## src/rtl/tile_pingpong_ctrl_if.sv

```systemverilog
// Handshake bundle for tile_pingpong_ctrl: run control, loader fill port,
// compute consume port and status flags.
interface tile_pingpong_ctrl_if #(
  parameter int ADDR_W     = 10,
  parameter int TILE_CNT_W = 16
);
  logic                  start;
  logic [TILE_CNT_W-1:0] num_tiles;
  logic [ADDR_W:0]       tile_words;
  logic                  fill_req;
  logic                  fill_bank;
  logic                  fill_we;
  logic [ADDR_W-1:0]     fill_addr;
  logic                  consume_req;
  logic                  consume_bank;
  logic                  consume_done;
  logic [1:0]            bank_full;
  logic                  busy;
  logic                  done;

  modport slave (
    input  start, num_tiles, tile_words, fill_we, consume_done,
    output fill_req, fill_bank, fill_addr, consume_req, consume_bank,
           bank_full, busy, done
  );

  modport master (
    output start, num_tiles, tile_words, fill_we, consume_done,
    input  fill_req, fill_bank, fill_addr, consume_req, consume_bank,
           bank_full, busy, done
  );
endinterface

```

## src/rtl/tile_pingpong_ctrl.sv

```systemverilog
// Ping-pong (double-buffer) bank controller: a loader fills one bank while
// compute consumes the other, alternating strictly from bank 0 each run.
module tile_pingpong_ctrl #(
  parameter int ADDR_W     = 10,
  parameter int TILE_CNT_W = 16
) (
  input logic                 clk,
  input logic                 rstn,
  tile_pingpong_ctrl_if.slave bus
);

  typedef enum logic [1:0] {
    IDLE,
    RUN,
    DONE
  } state_t;

  localparam logic [ADDR_W:0]       DEPTH = {1'b1, {ADDR_W{1'b0}}};
  localparam logic [ADDR_W:0]       ONE_W = {{ADDR_W{1'b0}}, 1'b1};
  localparam logic [ADDR_W-1:0]     ONE_A = {{(ADDR_W-1){1'b0}}, 1'b1};
  localparam logic [TILE_CNT_W-1:0] ONE_T = {{(TILE_CNT_W-1){1'b0}}, 1'b1};

  state_t                state, nstate;
  logic [1:0]            full, nfull;
  logic                  fptr, nfptr;
  logic                  cptr, ncptr;
  logic [ADDR_W-1:0]     wcnt, nwcnt;
  logic [ADDR_W-1:0]     last_word, nlast_word, start_last;
  logic [TILE_CNT_W-1:0] ntiles, nntiles;
  logic [TILE_CNT_W-1:0] filled, nfilled;
  logic [TILE_CNT_W-1:0] consumed, nconsumed;
  logic                  fill_acc, cons_acc;

  // Last word index of a tile: 0 and 1 words both give index 0, oversize
  // requests saturate at the bank depth.
  always_comb begin
    start_last = '0;
    if (bus.tile_words > DEPTH) begin
      start_last = '1;
    end else if (bus.tile_words > ONE_W) begin
      start_last = bus.tile_words[ADDR_W-1:0] - ONE_A;
    end
  end

  always_comb begin
    nstate     = state;
    nfull      = full;
    nfptr      = fptr;
    ncptr      = cptr;
    nwcnt      = wcnt;
    nlast_word = last_word;
    nntiles    = ntiles;
    nfilled    = filled;
    nconsumed  = consumed;
    fill_acc   = bus.fill_req & bus.fill_we;
    cons_acc   = bus.consume_req & bus.consume_done;

    unique case (state)
      IDLE: begin
        if (bus.start) begin
          nstate     = RUN;
          nntiles    = bus.num_tiles;
          nlast_word = start_last;
          nfull      = '0;
          nfptr      = 1'b0;
          ncptr      = 1'b0;
          nwcnt      = '0;
          nfilled    = '0;
          nconsumed  = '0;
        end
      end
      RUN: begin
        if (consumed == ntiles) begin
          nstate = DONE;
        end
        // Fill and consume always target different banks, so both apply.
        if (fill_acc) begin
          if (wcnt == last_word) begin
            nfull[fptr] = 1'b1;
            nwcnt       = '0;
            nfilled     = filled + ONE_T;
            nfptr       = ~fptr;
          end else begin
            nwcnt = wcnt + ONE_A;
          end
        end
        if (cons_acc) begin
          nfull[cptr] = 1'b0;
          nconsumed   = consumed + ONE_T;
          ncptr       = ~cptr;
        end
      end
      DONE: nstate = IDLE;
      default: nstate = IDLE;
    endcase
  end

  // Outputs are registered decodes of the next state, so they describe the
  // state held during the following cycle with no input-to-output path.
  always_ff @(posedge clk or negedge rstn) begin
    if (!rstn) begin
      state            <= IDLE;
      full             <= '0;
      fptr             <= 1'b0;
      cptr             <= 1'b0;
      wcnt             <= '0;
      last_word        <= '0;
      ntiles           <= '0;
      filled           <= '0;
      consumed         <= '0;
      bus.fill_req     <= 1'b0;
      bus.fill_bank    <= 1'b0;
      bus.fill_addr    <= '0;
      bus.consume_req  <= 1'b0;
      bus.consume_bank <= 1'b0;
      bus.bank_full    <= '0;
      bus.busy         <= 1'b0;
      bus.done         <= 1'b0;
    end else begin
      state            <= nstate;
      full             <= nfull;
      fptr             <= nfptr;
      cptr             <= ncptr;
      wcnt             <= nwcnt;
      last_word        <= nlast_word;
      ntiles           <= nntiles;
      filled           <= nfilled;
      consumed         <= nconsumed;
      bus.fill_req     <= (nstate == RUN) && !nfull[nfptr] && (nfilled < nntiles);
      bus.fill_bank    <= nfptr;
      bus.fill_addr    <= nwcnt;
      bus.consume_req  <= (nstate == RUN) && nfull[ncptr];
      bus.consume_bank <= ncptr;
      bus.bank_full    <= nfull;
      bus.busy         <= (nstate != IDLE);
      bus.done         <= (nstate == DONE);
    end
  end

endmodule
```

## src/flat_wrapper.sv

```systemverilog
// flat-port wrapper written by rule: the top's interface ports become plain ports
module tile_pingpong_ctrl_flat 
#(
  parameter int ADDR_W     = 10,
  parameter int TILE_CNT_W = 16
)
  (clk, rstn, bus_start, bus_num_tiles, bus_tile_words, bus_fill_we, bus_consume_done, bus_fill_req, bus_fill_bank, bus_fill_addr, bus_consume_req, bus_consume_bank, bus_bank_full, bus_busy, bus_done);
  tile_pingpong_ctrl_if #(.ADDR_W(ADDR_W), .TILE_CNT_W(TILE_CNT_W)) bus_i ();
  input logic clk;
  input logic rstn;
  input wire logic [$bits(bus_i.start)-1:0] bus_start;
  input wire logic [$bits(bus_i.num_tiles)-1:0] bus_num_tiles;
  input wire logic [$bits(bus_i.tile_words)-1:0] bus_tile_words;
  input wire logic [$bits(bus_i.fill_we)-1:0] bus_fill_we;
  input wire logic [$bits(bus_i.consume_done)-1:0] bus_consume_done;
  output wire logic [$bits(bus_i.fill_req)-1:0] bus_fill_req;
  output wire logic [$bits(bus_i.fill_bank)-1:0] bus_fill_bank;
  output wire logic [$bits(bus_i.fill_addr)-1:0] bus_fill_addr;
  output wire logic [$bits(bus_i.consume_req)-1:0] bus_consume_req;
  output wire logic [$bits(bus_i.consume_bank)-1:0] bus_consume_bank;
  output wire logic [$bits(bus_i.bank_full)-1:0] bus_bank_full;
  output wire logic [$bits(bus_i.busy)-1:0] bus_busy;
  output wire logic [$bits(bus_i.done)-1:0] bus_done;
  assign bus_i.start = bus_start;
  assign bus_i.num_tiles = bus_num_tiles;
  assign bus_i.tile_words = bus_tile_words;
  assign bus_i.fill_we = bus_fill_we;
  assign bus_i.consume_done = bus_consume_done;
  assign bus_fill_req = bus_i.fill_req;
  assign bus_fill_bank = bus_i.fill_bank;
  assign bus_fill_addr = bus_i.fill_addr;
  assign bus_consume_req = bus_i.consume_req;
  assign bus_consume_bank = bus_i.consume_bank;
  assign bus_bank_full = bus_i.bank_full;
  assign bus_busy = bus_i.busy;
  assign bus_done = bus_i.done;
  tile_pingpong_ctrl #(.ADDR_W(ADDR_W), .TILE_CNT_W(TILE_CNT_W)) u_core (.clk(clk), .rstn(rstn), .bus(bus_i));
endmodule
```

## config.mk

```make
export PLATFORM = sky130hd
export DESIGN_NAME = tile_pingpong_ctrl_flat
export DESIGN_NICKNAME = d
export VERILOG_FILES = /design/src/rtl/tile_pingpong_ctrl_if.sv /design/src/rtl/tile_pingpong_ctrl.sv /design/src/flat_wrapper.sv
export SDC_FILE = /design/constraint.sdc
export NUM_CORES = 1
export LEC_CHECK = 0
export BUFFER_PORTS_ARGS = -buffer_cell sky130_fd_sc_hd__clkbuf_2
export CORE_MARGIN = 2
export CORE_UTILIZATION = 49
export DETAILED_ROUTE_END_ITERATION = 8
export PLACE_DENSITY = 0.71
export REMOVE_ABC_BUFFERS = 1
export SLEW_MARGIN = 5
export SYNTH_ARGS = -nofsm -noshare
export SYNTH_HDL_FRONTEND = slang
export SYNTH_SLANG_ARGS = --single-unit
```

## constraint.sdc

```tcl
create_clock -name clk -period 3 [get_ports clk]
set_input_delay 0.15 -clock clk [delete_from_list [all_inputs] [get_ports clk]]
set_output_delay 0.15 -clock clk [all_outputs]
set_load 0.01 [all_outputs]
```

# == Yosys cells after proc, flatten, opt, wreduce, memory -nomap -nowiden ==
# Cells that the tools add are included.
# op_classes
add_sub_neg,4
magnitude_cmp,9
n_eq_ne,8
n_mux,39
bitwise,7
reduce_logical,12
# op_table
op,count
$mux W16,7
$pmux W16 S2,2
$mux W10,5
$add A16 B1 Y16 const B,2
$pmux W10 S2,1
$eq A16 B16 Y1,1
$lt A16 B16 Y1,1
$mux W2,7
$gt A11 B1 Y1 const B,1
$gt A11 B11 Y1 const B,1
$mux W1,11
$add A10 B1 Y10 const B,1
$eq A10 B10 Y1,1
$sub A10 B1 Y10 const B,1
$lt A1 B2 Y1 const B,4
$pmux W2 S2,2
$reduce_and A3 Y1,2
$logic_and A1 B1 Y1,5
$eq A2 B1 Y1 const B,2
$ne A2 B1 Y1 const B,2
$pmux W1 S2,2
$reduce_bool A2 Y1,2
$and A1 B1 Y1,2
$and A2 B2 Y2,1
other kinds (10),13
# totals
register_bits,78
input_bits,32
output_inout_bits,18

# == Depth between registers and ports, before layout ==
# depth
word_depth,16
mapped_depth,15
depth_no_buf,13

# == Least setup slack after synthesis ==
# Ideal clock, no wire load.
# synth_path
path_kind,reg2reg
from,"register, netlist name u_core.bus.fill_addr[4]"
to,register u_core.bus.fill_req
setup_ns,0.068
arrival_ns,2.856
path_slack_ns,0.076
path_stages_with_launch,15
path_buffers,1
path_cell_list,dfrtp_1 buf_6 xnor2_2 nand4_2 nor4_2 nand4_1 mux2_1 a22o_1 ha_1 nand4_1 nor2_1 nor3_1 a21oi_1 nor3_1 and4_1
# synth_rtl
element,line,rtl
"end signal, assigned",tile_pingpong_ctrl.sv:129,bus.fill_req <= (nstate == RUN) && !nfull[nfptr] && (nfilled < nntiles);
"end, declared",tile_pingpong_ctrl_if.sv:23,"output fill_req, fill_bank, fill_addr, consume_req, consume_bank,"

==> run_summary.xml <==
<?xml version="1.0" encoding="UTF-8"?>
<metrics>
  <group name="critical_path">
    <metric name="cp_num_buf_inv" unit="">2</metric>
    <metric name="crit-reg2reg-launch" unit="">u_core.bus.fill_addr[5]$_DFFE_PN0P_</metric>
    <metric name="cp_slowest_stage_delay" unit="ns">0.45</metric>
    <metric name="critical_path_arrival" unit="ns">3.30</metric>
    <metric name="path_max_fanout" unit="">4</metric>
    <metric name="crit_path_cell_trace" unit="">xnor2_2 -&gt; nand4_4 -&gt; nor4_4 -&gt; buf_4 -&gt; nand2_4 -&gt; buf_4 -&gt; o31ai_1 -&gt; ha_1 -&gt; nand4_1 -&gt; nor2_1 -&gt; o21a_1 -&gt; nor3_1 -&gt; and4_1</metric>
    <metric name="r2r.worst_path.cells" unit="">13</metric>
    <metric name="crit_path_start" unit="">u_core.bus.fill_addr[5]$_DFFE_PN0P_</metric>
    <metric name="critical_path_depth" unit="">13</metric>
    <metric name="slowest_cell_on_the_critical_path" unit="">sky130_fd_sc_hd__dfrtp_2</metric>
    <metric name="worst_path_dominant_cell_family" unit="">simple AND/OR/NAND/NOR gates</metric>
    <metric name="cp_data_required_time" unit="ns">3.29</metric>
    <metric name="critical_path.startpoint_type" unit="">flop</metric>
    <metric name="critical_path.endpoint_type" unit="">flop</metric>
    <metric name="critPathKind" unit="">reg2reg</metric>
    <metric name="timing.critical_path.mode_cell" unit="">sky130_fd_sc_hd__buf_4</metric>
  </group>
  <group name="pwr">
    <metric name="share_clk_of_total_power" unit="%">28.6</metric>
    <metric name="netSwitchingFraction" unit="%">32.1</metric>
    <metric name="vdd_ir_drop_max" unit="V">0.000216</metric>
    <metric name="share_comb_of_total_power" unit="%">25.2</metric>
    <metric name="net-switching-power" unit="W">0.000924</metric>
    <metric name="power_density" unit="nW/µm²">549</metric>
    <metric name="power.leakage" unit="nW">2.52</metric>
    <metric name="p_seq_share" unit="%">46.2</metric>
    <metric name="intPower" unit="W">0.00196</metric>
  </group>
  <group name="min_path">
    <metric name="kind_of_path_behind_the_tightest_hold_check" unit="">in2reg</metric>
    <metric name="hold_path_startpoint" unit="">bus_num_tiles[9]</metric>
    <metric name="hold_depth" unit="">3</metric>
  </group>
  <group name="floorplanning">
    <metric name="io-pin-count" unit="">50</metric>
    <metric name="die_area" unit="µm²">9780</metric>
    <metric name="core_area" unit="µm²">8720</metric>
    <metric name="initial_utilization" unit="%">50.6</metric>
    <metric name="chipWidth" unit="µm">98.9</metric>
    <metric name="die_h" unit="µm">98.9</metric>
    <metric name="placement_rows" unit="">34</metric>
  </group>
  <group name="grt">
    <metric name="global_route_wire_length_before_repair" unit="µm">17200</metric>
    <metric name="grt_start_max_net_pins" unit="">79</metric>
    <metric name="gr_busiest_metal" unit="">met2</metric>
    <metric name="grt.met2_usage" unit="%">34.8</metric>
    <metric name="grtUsageTotal" unit="%">21.9</metric>
    <metric name="groute.layer.met1.usage" unit="%">30.1</metric>
    <metric name="grt_util_met3" unit="%">3.48</metric>
    <metric name="grt-ovfl-total" unit="">0</metric>
    <metric name="vias_in_the_first_global_route" unit="">3558</metric>
    <metric name="antenna_found_initial" unit="">0</metric>
  </group>
  <group name="synthesis">
    <metric name="synthesis.instances" unit="">461</metric>
    <metric name="synth.yosys.warnings" unit="">0</metric>
    <metric name="library_cells_used_by_synthesis" unit="">45</metric>
    <metric name="synth_area" unit="µm²">4410</metric>
    <metric name="synth-edff-count" unit="">0</metric>
    <metric name="async_flop_share" unit="%">100</metric>
    <metric name="post-synth-top-area-fraction" unit="%">44.2</metric>
    <metric name="netlist_top_cells_area" unit="">sky130_fd_sc_hd__dfrtp_1 (44%), sky130_fd_sc_hd__xor2_1 (6.4%), sky130_fd_sc_hd__ha_1 (5.7%), sky130_fd_sc_hd__mux2i_1 (5.7%), sky130_fd_sc_hd__nand2_1 (4.3%)</metric>
    <metric name="synthMostInstantiatedCell" unit="">sky130_fd_sc_hd__dfrtp_1</metric>
    <metric name="seq_cells_post_synth" unit="">78</metric>
    <metric name="post_synth_most_frequent_cells" unit="">sky130_fd_sc_hd__dfrtp_1 (78), sky130_fd_sc_hd__nand2_1 (51), sky130_fd_sc_hd__nor2_1 (37), sky130_fd_sc_hd__xor2_1 (32)</metric>
    <metric name="synth_area_leader_cell" unit="">sky130_fd_sc_hd__dfrtp_1</metric>
    <metric name="synth_top_flop_cell" unit="">sky130_fd_sc_hd__dfrtp_1</metric>
    <metric name="postSynthAreaPerCell" unit="µm²">9.57</metric>
    <metric name="synth_seq_area_share" unit="%">44.2</metric>
  </group>
  <group name="cts">
    <metric name="tritoncts.num_buffers" unit="">9</metric>
    <metric name="path_clk_slew" unit="ns">0.08</metric>
    <metric name="clk_path_buf_depth" unit="">2</metric>
    <metric name="htreeDepth" unit="">3</metric>
    <metric name="clock_tree_from_tritoncts" unit="">yes</metric>
    <metric name="clkLatencyLatePin" unit="ns">0.35</metric>
    <metric name="clockRootBuffer" unit="">sky130_fd_sc_hd__clkbuf_8</metric>
    <metric name="cts_sinks" unit="">78</metric>
  </group>
  <group name="detailed_routing">
    <metric name="post_drt_wl_per_cell" unit="µm">16.0</metric>
    <metric name="dr.first_iter.drc_count" unit="">182</metric>
    <metric name="num_vias" unit="">3621</metric>
    <metric name="route.final.wire_length" unit="µm">10300</metric>
    <metric name="route.detailed.vias_per_inst" unit="">5.61</metric>
    <metric name="number_of_nets_with_antenna_violations_after_routing" unit="">0</metric>
    <metric name="firstDrtPassIters" unit="">4</metric>
    <metric name="post-route-drc-count" unit="">0</metric>
  </group>
  <group name="timing">
    <metric name="clock.fmax" unit="GHz">0.332</metric>
    <metric name="number_of_max_slew_violations_in_the_final_report" unit="">0</metric>
    <metric name="period_minus_slack" unit="ns">3.01</metric>
    <metric name="fin_hold_viols" unit="">0</metric>
    <metric name="final.setup_skew" unit="ns">0.0135</metric>
    <metric name="unrepaired_setup_endpoints_after_global_routing" unit="">true</metric>
    <metric name="hold-worst-slack" unit="ns">0.0576</metric>
    <metric name="min_period_over_period" unit="%">100</metric>
    <metric name="layout_setup_ws" unit="ns">-0.0115</metric>
    <metric name="measured_slew_at_the_worst_slew_check_pin" unit="ns">0.977</metric>
    <metric name="slew_headroom" unit="%">34.8</metric>
    <metric name="final-setup-viol-count" unit="">1</metric>
  </group>
  <group name="status">
    <metric name="outcome" unit="">finished, violations left</metric>
    <metric name="violated_checks" unit="">setup timing</metric>
  </group>
  <group name="finish">
    <metric name="finish.net_count" unit="">586</metric>
    <metric name="layoutNonFillerInstCount" unit="">646</metric>
    <metric name="diodes" unit="">0</metric>
    <metric name="post_route_cells_drive_above_1_share" unit="%">21.7</metric>
    <metric name="multiInputGateArea" unit="µm²">2400</metric>
    <metric name="sequential_cell_area" unit="µm²">1950</metric>
    <metric name="number_of_fill_cells" unit="">729</metric>
    <metric name="area_growth_syn_to_layout" unit="%">19.0</metric>
  </group>
  <group name="placement">
    <metric name="place.detailed.hpwl" unit="µm">7720</metric>
    <metric name="weighted_congestion_at_the_end_of_routability_driven_global_placement" unit="">0.853</metric>
    <metric name="post-place-cells" unit="">625</metric>
    <metric name="port_buffers" unit="">49</metric>
  </group>
  <group name="flow_run">
    <metric name="timing.max_cap.violations" unit="">0</metric>
  </group>
</metrics>
[timing repair]
action | in CTS | in global routing
resized for setup | 4 | 18
setup endpoints to repair | 1 | 1
pin swaps | 2 | 12
hold buffers | 1 | 0
buffers inserted | 2 | 3
hold endpoints to repair | 21 | 0
[area by class of cell]
cell class,count,share of cell area (%)
Sequential cell,78,37.2
Tap cell,108,2.57
Multi-Input combinational cell,345,45.7
Timing Repair Buffer,75,8.80
Clock buffer,12,3.15
Inverter,25,1.79
Clock inverter,3,0.810
[metal layers]
metal / share of wire, % / routed length, µm
met1: 46 / 4760
met2: 48 / 4910
met3: 4.0 / 415
met4: 2.2 / 231
met5: 0 / 0
[metrics by stage]
step	power [W]	TNS, ns	instance area, µm²	setup WS [ns]	util, %
3_5_place_dp	0.00204	-0.0469	4890	-0.0469	56.1
4_1_cts	0.00289	0	5150	0.00778	59.1
5_1_grt	0.00305	-0.160	5250	-0.160	60.2
3_3_place_gp	0.00201	0	4890	0.0641	56.1
6_report	0.00288	-0.0115	5250	-0.0115	60.2
2_1_floorplan	0.00174	-0.468	4340	-0.468	-
[logic make-up after synthesis]
| logic type | count (synthesis) | share of synthesized area [%] |
|---|---|---|
| AND/OR/NAND/NOR | 163 | 18.4 |
| AO/OA/AOI/OAI | 88 | 12.2 |
| flip-flops | 78 | 44.2 |
| XOR/XNOR | 48 | 9.87 |
| buffers and inverters | 38 | 3.69 |
| multiplexers | 26 | 5.93 |
| adder cells (fa/ha/maj) | 20 | 5.67 |
[power by group through the flow]
stage / Sequential [W] / Clock, W / Combinational [W]
global placement: 0.00134 / 0 / 0.000666
finish: 0.00133 / 0.000824 / 0.000725
floorplan: 0.00137 / 0 / 0.000372
global route: 0.00135 / 0.000888 / 0.000814
CTS: 0.00133 / 0.000839 / 0.000720
detailed placement: 0.00135 / 0 / 0.000686
[cell usage in the layout (no fill, tap or decap), drive strengths merged, types with 4 or more instances in the layout]
cell    netlist  layout
buf           4      26
a21oi        20      20
xor2         32      32
nor3         12      12
inv          25      25
dfrtp        78      78
clkbuf        9      60
xnor2        16      16
a31oi         6       6
mux2i        25      25
nand4        16      16
o21ai        35      35
o211ai        4       4
nand2        51      51
ha           20      20
nand3        19      19
and4          4       4
nor2         37      37
a22o          4       4
nor4          8       8
o31ai         6       6
and3          7       7
[worst register-to-register path, stage by stage (launching register included)]
cell and delay (ns):
sky130_fd_sc_hd__dfrtp_2 0.45, sky130_fd_sc_hd__xnor2_2 0.22, sky130_fd_sc_hd__nand4_4 0.16, sky130_fd_sc_hd__nor4_4 0.37
sky130_fd_sc_hd__buf_4 0.20, sky130_fd_sc_hd__nand2_4 0.07, sky130_fd_sc_hd__buf_4 0.14, sky130_fd_sc_hd__o31ai_1 0.38
sky130_fd_sc_hd__ha_1 0.33, sky130_fd_sc_hd__nand4_1 0.10, sky130_fd_sc_hd__nor2_1 0.07, sky130_fd_sc_hd__o21a_1 0.11
sky130_fd_sc_hd__nor3_1 0.15, sky130_fd_sc_hd__and4_1 0.21
[registers in the layout, indices dropped and copies added, names as in the netlist, 2 cells and up]
register,cells
u_core.last_word,10
u_core.bus.bank_full,2
u_core.bus.fill_addr,10
u_core.ntiles,16
u_core.filled,16
u_core.consumed,16
u_core.state,2
[final timing paths]
check,endpoint,slack [ns]
min,u_core.ntiles[9]$_DFF_PN0_,0.06
min in group asynchronous,u_core.consumed[14]$_DFFE_PN0P_,0.50
min reg2reg,u_core.last_word[7]$_DFFE_PN0P_,0.51
max,u_core.bus.fill_req$_DFF_PN0_,-0.01
max reg2reg,u_core.bus.fill_req$_DFF_PN0_,-0.01
max in group asynchronous,u_core.bus.fill_addr[5]$_DFFE_PN0P_,1.82
Note: power is estimated with default switching activity, not from simulation.
